## src/rtl/pwm_multi_channel.sv

```systemverilog
`default_nettype none
// ============================================================================
// Module      : pwm_multi_channel
// Description : NUM_CH-channel PWM generator sharing one period counter,
//               edge- or center-aligned, with double-buffered duty values.
// Revision    : 1.0 - initial release
// ============================================================================
module pwm_multi_channel #(
    parameter int WIDTH  = 10,
    parameter int NUM_CH = 4
) (
    input  logic                      clk,
    input  logic                      rst,
    input  logic                      en,
    input  logic                      mode,
    input  logic                      load,
    input  logic [NUM_CH*WIDTH-1:0]   duty,
    output logic [NUM_CH-1:0]         PWM_sig,
    output logic                      period_start
);

    localparam logic [WIDTH-1:0] c_MAX  = {WIDTH{1'b1}};
    localparam logic [WIDTH-1:0] c_ONE  = WIDTH'(1);
    localparam logic [WIDTH-1:0] c_ZERO = '0;

    typedef enum logic [0:0] {
        DIR_UP   = 1'b0,
        DIR_DOWN = 1'b1
    } dir_t;

    logic [WIDTH-1:0]          cnt_q,      cnt_d;
    dir_t                      dir_q,      dir_d;
    logic                      mode_act_q, mode_act_d;
    logic [NUM_CH*WIDTH-1:0]   duty_sh_q,  duty_sh_d;
    logic [NUM_CH*WIDTH-1:0]   duty_act_q, duty_act_d;
    logic [NUM_CH-1:0]         pwm_q,      pwm_d;
    logic                      pstart_q,   pstart_d;
    logic                      w_boundary;

    // Period boundary: the only point where new duties and mode are adopted.
    assign w_boundary = !en
                      || (!mode_act_q && (cnt_q == c_MAX))
                      || (mode_act_q && (dir_q == DIR_DOWN) && (cnt_q == c_ONE));

    always_comb begin
        cnt_d = cnt_q;
        dir_d = dir_q;
        if (!en) begin
            cnt_d = c_ZERO;
            dir_d = DIR_UP;
        end else if (!mode_act_q) begin
            cnt_d = cnt_q + c_ONE;
            dir_d = DIR_UP;
        end else if (dir_q == DIR_UP) begin
            if (cnt_q == c_MAX) begin
                cnt_d = c_MAX - c_ONE;
                dir_d = DIR_DOWN;
            end else begin
                cnt_d = cnt_q + c_ONE;
            end
        end else begin
            if (cnt_q == c_ONE) begin
                cnt_d = c_ZERO;
                dir_d = DIR_UP;
            end else begin
                cnt_d = cnt_q - c_ONE;
            end
        end
    end

    // Active takes the old shadow even when a load coincides with the boundary.
    always_comb begin
        duty_sh_d  = load       ? duty      : duty_sh_q;
        duty_act_d = w_boundary ? duty_sh_q : duty_act_q;
        mode_act_d = w_boundary ? mode      : mode_act_q;
        pstart_d   = en && (cnt_q == c_ZERO);
    end

    for (genvar gi = 0; gi < NUM_CH; gi++) begin : g_ch
        assign pwm_d[gi] = en && (cnt_q < duty_act_q[gi*WIDTH +: WIDTH]);
    end

    always_ff @(posedge clk or posedge rst) begin
        if (rst) begin
            cnt_q      <= c_ZERO;
            dir_q      <= DIR_UP;
            mode_act_q <= 1'b0;
            duty_sh_q  <= '0;
            duty_act_q <= '0;
            pwm_q      <= '0;
            pstart_q   <= 1'b0;
        end else begin
            cnt_q      <= cnt_d;
            dir_q      <= dir_d;
            mode_act_q <= mode_act_d;
            duty_sh_q  <= duty_sh_d;
            duty_act_q <= duty_act_d;
            pwm_q      <= pwm_d;
            pstart_q   <= pstart_d;
        end
    end

    assign PWM_sig      = pwm_q;
    assign period_start = pstart_q;

endmodule
`default_nettype wire

```

## config.mk

```make
export PLATFORM = sky130hd
export DESIGN_NAME = pwm_multi_channel
export DESIGN_NICKNAME = d
export VERILOG_FILES = /design/src/rtl/pwm_multi_channel.sv
export SDC_FILE = /design/constraint.sdc
export NUM_CORES = 1
export LEC_CHECK = 0
export BUFFER_PORTS_ARGS = -buffer_cell sky130_fd_sc_hd__buf_2
export CAP_MARGIN = 30
export CORE_MARGIN = 1
export CORE_UTILIZATION = 50
export DETAILED_ROUTE_END_ITERATION = 12
export GPL_TIMING_DRIVEN = 0
export PLACE_DENSITY = 0.69
export SLEW_MARGIN = 25
export SYNTH_ARGS = -nofsm -noshare
export SYNTH_HDL_FRONTEND = slang
export SYNTH_SLANG_ARGS = --single-unit
```

## constraint.sdc

```tcl
create_clock -name clk -period 6.1 [get_ports clk]
set_input_delay 0.915 -clock clk [delete_from_list [all_inputs] [get_ports clk]]
set_output_delay 0.915 -clock clk [all_outputs]
set_load 0.01 [all_outputs]
```

# After elaboration in Yosys (flattened, before gate mapping)
# Index checks and enable logic that the tools add are counted.
# W data, S select, Z words.
# word_totals
regBits	97
latch_bits	0
ramBits	0
romBits	0
out_inout_bits	5
n_memories	0
# op_classes
n_addsub	2
multipliers	0
n_div	0
n_lt_le_gt_ge	4
eq_ne	2
shift	0
n_mux	10
bitwise	0
n_reduce_logical	13
# ops
cell	count
$mux W10	5
$lt A10 B10 Y1	4
$add A10 B1 Y10 const B	1
$eq A10 B1 Y1 const B	1
$eq A10 B10 Y1 const B	1
$logic_not A10 Y1	1
$sub A10 B1 Y10 const B	1
$logic_and A1 B1 Y1	8
$mux W1	5
$logic_not A1 Y1	2
$logic_or A1 B1 Y1	2

# Depth between registers and ports, before layout
# depth
depth_word	5
mapped_depth	8
mapped_depth_nobuf	7

# Worst setup path after synthesis
# No wires, ideal clock.
# synth_path
path_type	input port to flip-flop
from	in en
to	reg pwm_q[1] (netlist: PWM_sig[1])
setup_ns	0.087
arrival_time_ns	1.950
required_time_ns	6.013
path_slack_ns	4.063
cell_stages	5
path_buffers	1
cell_sequence	buf_1 -> nand2b_1 -> a2111oi_0 -> o211ai_1 -> o211ai_1
# synth_between
elab_chain_cells	1
# synth_lines
element	line_no	source
start, declared	14	input logic en,
$logic_and A1 B1 Y1	80	assign pwm_d[gi] = en && (cnt_q < duty_act_q[gi*WIDTH +: WIDTH]);
net pwm_d[1]	36	logic [NUM_CH-1:0] pwm_q, pwm_d;
end signal, assigned	98	pwm_q <= pwm_d;
end, declared	36	
# The timed path passes the listed nets, and every way through them passes these cells.
# A chain may end at the register's enable or synchronous reset.

# Final worst setup path
# layout_path
from	reg cnt_q[1]
to	reg duty_act_q[2]
# layout_between
elab_chain_cells	4
word_cells_on_any_way	6
classes_between	2 x eq/ne; 4 x reduce/logical
# layout_lines
element	line_no	source
start, declared	31	logic [WIDTH-1:0] cnt_q, cnt_d;
start signal, assigned	85	cnt_q <= c_ZERO;
start signal, assigned	93	cnt_q <= cnt_d;
$eq A10 B10 Y1	42	|| (!mode_act_q && (cnt_q == c_MAX))
$logic_and A1 B1 Y1	42	
$logic_or A1 B1 Y1	42	
$logic_or A1 B1 Y1 *	43	|| (mode_act_q && (dir_q == DIR_DOWN) && (cnt_q == c_ONE));
end signal, assigned	97	duty_act_q <= duty_act_d;
end, declared	35	logic [NUM_CH*WIDTH-1:0] duty_act_q, duty_act_d;
# Every way passes the cells marked *; elsewhere a longest branch is shown, timed or not.

==> run_results.csv <==
group,metric,value,unit
pwr,p_leak,0.00290,uW
worst_setup_path,path_cells,"ha_1 > and4_1 > clkbuf_1 > nand3_1 > nor2_1 > nor2_4 > buf_12 > mux2_4",
worst_setup_path,crit_path_start_kind,"flip-flop",
sta,min_period_over_period,0.420,
clock_tree,cts_buffers,9,
worst_setup_path,rr_startpoint,"cnt_q[1]",
detailed_routing,drc,0,
final_layout,syn2layout_area_growth,12.2,%
pwr,ir_worst_vdd,148,uV
final_layout,nets,555,
logic_synthesis,synth_top_cell_area_share,0.470,
floorplan,dieHeight,104,um
clock_tree,clk_latency,0.36,ns
placed_design,gp_congestion,0.848,
logic_synthesis,yosys-top-cells-area,"dfrtp_1, mux2_4, ha_1",
floorplan,ios,50,
sta,fin_ws,3.54,ns
sta,final-max-slew-violation-count,0,
sta,fmax,390,MHz
logic_synthesis,synth.avg_cell_area,12.6,um^2
worst_setup_path,path_class,"flip-flop to flip-flop",
detailed_routing,firstDrtPassIters,6,
clock_tree,tritoncts,"built",
final_layout,seq_area,2430,um^2
global_route,track_usage,0.205,
detailed_routing,antenna_left,0,
worst_setup_path,required,6.35,ns
sta,setup_tns,0,ns
global_route,grt_max_degree,58,
detailed_routing,drt-initial-drc-count,131,
job,maxCapViolations,0,
clock_tree,cts_max_path_buffers,2,
logic_synthesis,synth_nets,495,
logic_synthesis,synth_area_leader_cell,"dfrtp_1",
clock_tree,post-cts-setup-buffer-count,0,
logic_synthesis,syn_area,5160,um^2
worst_setup_path,worstPathMaxFanout,10,
worst_setup_path,slowest_stage,"dfrtp_1",
pwr,p_per_area,246,nW/um^2
placed_design,port_buffers,48,
logic_synthesis,synth_most_common_cell,"dfrtp_1",
final_layout,n_antenna_cell,0,
clock_tree,cts.repair.resized,0,
worst_setup_path,worst-path-stages,8,
floorplan,die_x,104,um
floorplan,dieArea,10700,um^2
clock_tree,cts_sinks,97,
logic_synthesis,ys_types,45,
worst_setup_path,end_kind,"flip-flop",
worst_hold_path,min_path_cells,1,
global_route,grt_pass1_vias,3500,
logic_synthesis,netlist_instances,410,
sta,skew,0.00696,ns
placed_design,dp_slack,3.46,ns
final_layout,drive_gt1_frac,0.346,
floorplan,core,9910,um^2
logic_synthesis,ys_ff_latch,97,
worst_setup_path,slowest_delay,0.68,ns
final_layout,final_area,5790,um^2
floorplan,initial_utilization,0.521,
placed_design,dp.cells,592,
global_route,antenna_found_initial,0,
worst_hold_path,hold_class,"flip-flop to flip-flop",
detailed_routing,wire_per_inst,16.3,um
clock_tree,htreeDepth,3,
final_layout,multiInputGateArea,2420,um^2
clock_tree,clkTransAtPathRegs,0.09,ns
clock_tree,cts_root_buf,"clkbuf_8",
global_route,grt_pass1_wl,17200,um
clock_tree,cts_hold_repair.buffers,0,
logic_synthesis,synth_warnings,0,
placed_design,hpwl,7050,um
worst_setup_path,crit_path_start,"cnt_q[1]",
worst_setup_path,arrival,2.81,ns
run_status,status,"finished, final reports clean",
detailed_routing,viasPerCell,5.37,
global_route,grt_overflow_total,0,
placed_design,dpl_cell_area,5600,um^2
sta,hold_violations,0,
sta,maxSlewHeadroom,0.528,
logic_synthesis,synth_edf_count,0,
sta,worst_pin_slew,0.708,ns
worst_setup_path,reg2reg_depth,8,
floorplan,rows,36,
worst_hold_path,hp-start,"duty_sh_q[1]",
sta,rsz0062_at_grt,"false",
worst_setup_path,reg2reg_slack,3.54,ns
detailed_routing,wl,9910,um
logic_synthesis,synthArstFlopShare,1.00,
sta,setup_viol,0,
worst_setup_path,crit_buf_inv,2,
sta,fin_crit,2.56,ns
logic_synthesis,ys_seq_area_frac,0.470,
worst_setup_path,path_delay_family,"simple AND/OR/NAND/NOR gates",
final_layout,nFillCells,853,
final_layout,finalNonFillerCells,607,
detailed_routing,vias,3257,
logic_synthesis,synth_ff_type,"dfrtp_1",
logic_synthesis,yosys-top-cells-count,"dfrtp_1, inv_1, mux2_2, ha_1, mux2_4",
power by group:
part           leakage [uW]  internal [uW]  switching (uW)
logic               0.00165            144             104
clock network     0.0000957            210             210
registers           0.00115            714            44.2
total               0.00290           1070             358
layout make-up:
cell class                 instances  area share
multi-input combinational        249       0.417
tap                              133      0.0287
inverter                          45      0.0300
sequential                        97       0.419
timing repair buffer              49      0.0449
clock buffer                      13      0.0274
buffer                            19      0.0261
clock inverter                     2     0.00648
worst paths after layout:
kind | to
min reg2reg | duty_act_q[1]
min in group asynchronous | duty_sh_q[1]
max | duty_act_q[2]
min | duty_act_q[1]
max in group asynchronous | cnt_q[5]
max reg2reg | duty_act_q[2]
worst reg2reg max path: cells and delay by family (launching register included):
| kind | cells | cell delay, ns |
|---|---|---|
| multiplexers | 1 | 0.30 |
| flip-flops | 1 | 0.68 |
| buffers and inverters | 2 | 0.43 |
| AND/OR/NAND/NOR | 4 | 0.69 |
| adder cells (fa/ha/maj) | 1 | 0.34 |
flip-flops by register name, summed over array words and instances, names as in the netlist:
signal	count
PWM_sig	4
duty_act_q	40
dir_q	1
duty_sh_q	40
period_start	1
mode_act_q	1
cnt_q	10
per-stage QoR:
stage / utilization / power (uW) / hold slack (ns)
floorplan: - / 952 / 0.478
global placement: 0.562 / 1010 / 0.487
detailed placement: 0.565 / 1020 / 0.489
CTS: 0.585 / 1450 / 0.509
global route: 0.585 / 1510 / 0.527
finish: 0.585 / 1430 / 0.504
kinds of logic after synthesis:
family / count (synthesis) / synth area share
xor gates and xnor gates: 4 / 0.00678
AOI/OAI and AO/OA: 66 / 0.0923
and+or+nand+nor: 58 / 0.0664
muxes: 81 / 0.206
DFF: 97 / 0.470
adders and majority gates: 40 / 0.0969
buffers and inverters: 64 / 0.0620
placed cells by master, fill, tap and decap left out, types with 2 or more instances in the layout:
master / n
a221oi_1: 3
a2111oi_0: 4
buf_1: 4
xor2_1: 3
buf_12: 5
o21ai_0: 3
o211ai_1: 12
clkbuf_8: 11
a31oi_1: 5
inv_1: 44
a21oi_1: 11
nor3_1: 3
a21o_1: 5
dfrtp_1: 97
mux2_2: 41
buf_2: 52
a211oi_1: 8
clkbuf_2: 2
mux2_4: 40
nor2_1: 7
clkbuf_1: 5
ha_1: 40
nand3_1: 7
and3_1: 4
and2_1: 2
nand2b_1: 8
o21a_1: 9
buf_4: 2
nand2_1: 17
routing by layer:
metal	routed length, um	up-vias	part of all wire	global-route usage
met2	4680	96	0.47	0.324
met4	214	0	0.022	0.0849
met3	557	18	0.056	0.0503
met1	4460	1565	0.45	0.271
li1	-	1578	-	-
met5	0	-	0	0
Power figures use the tool's default switching activity.
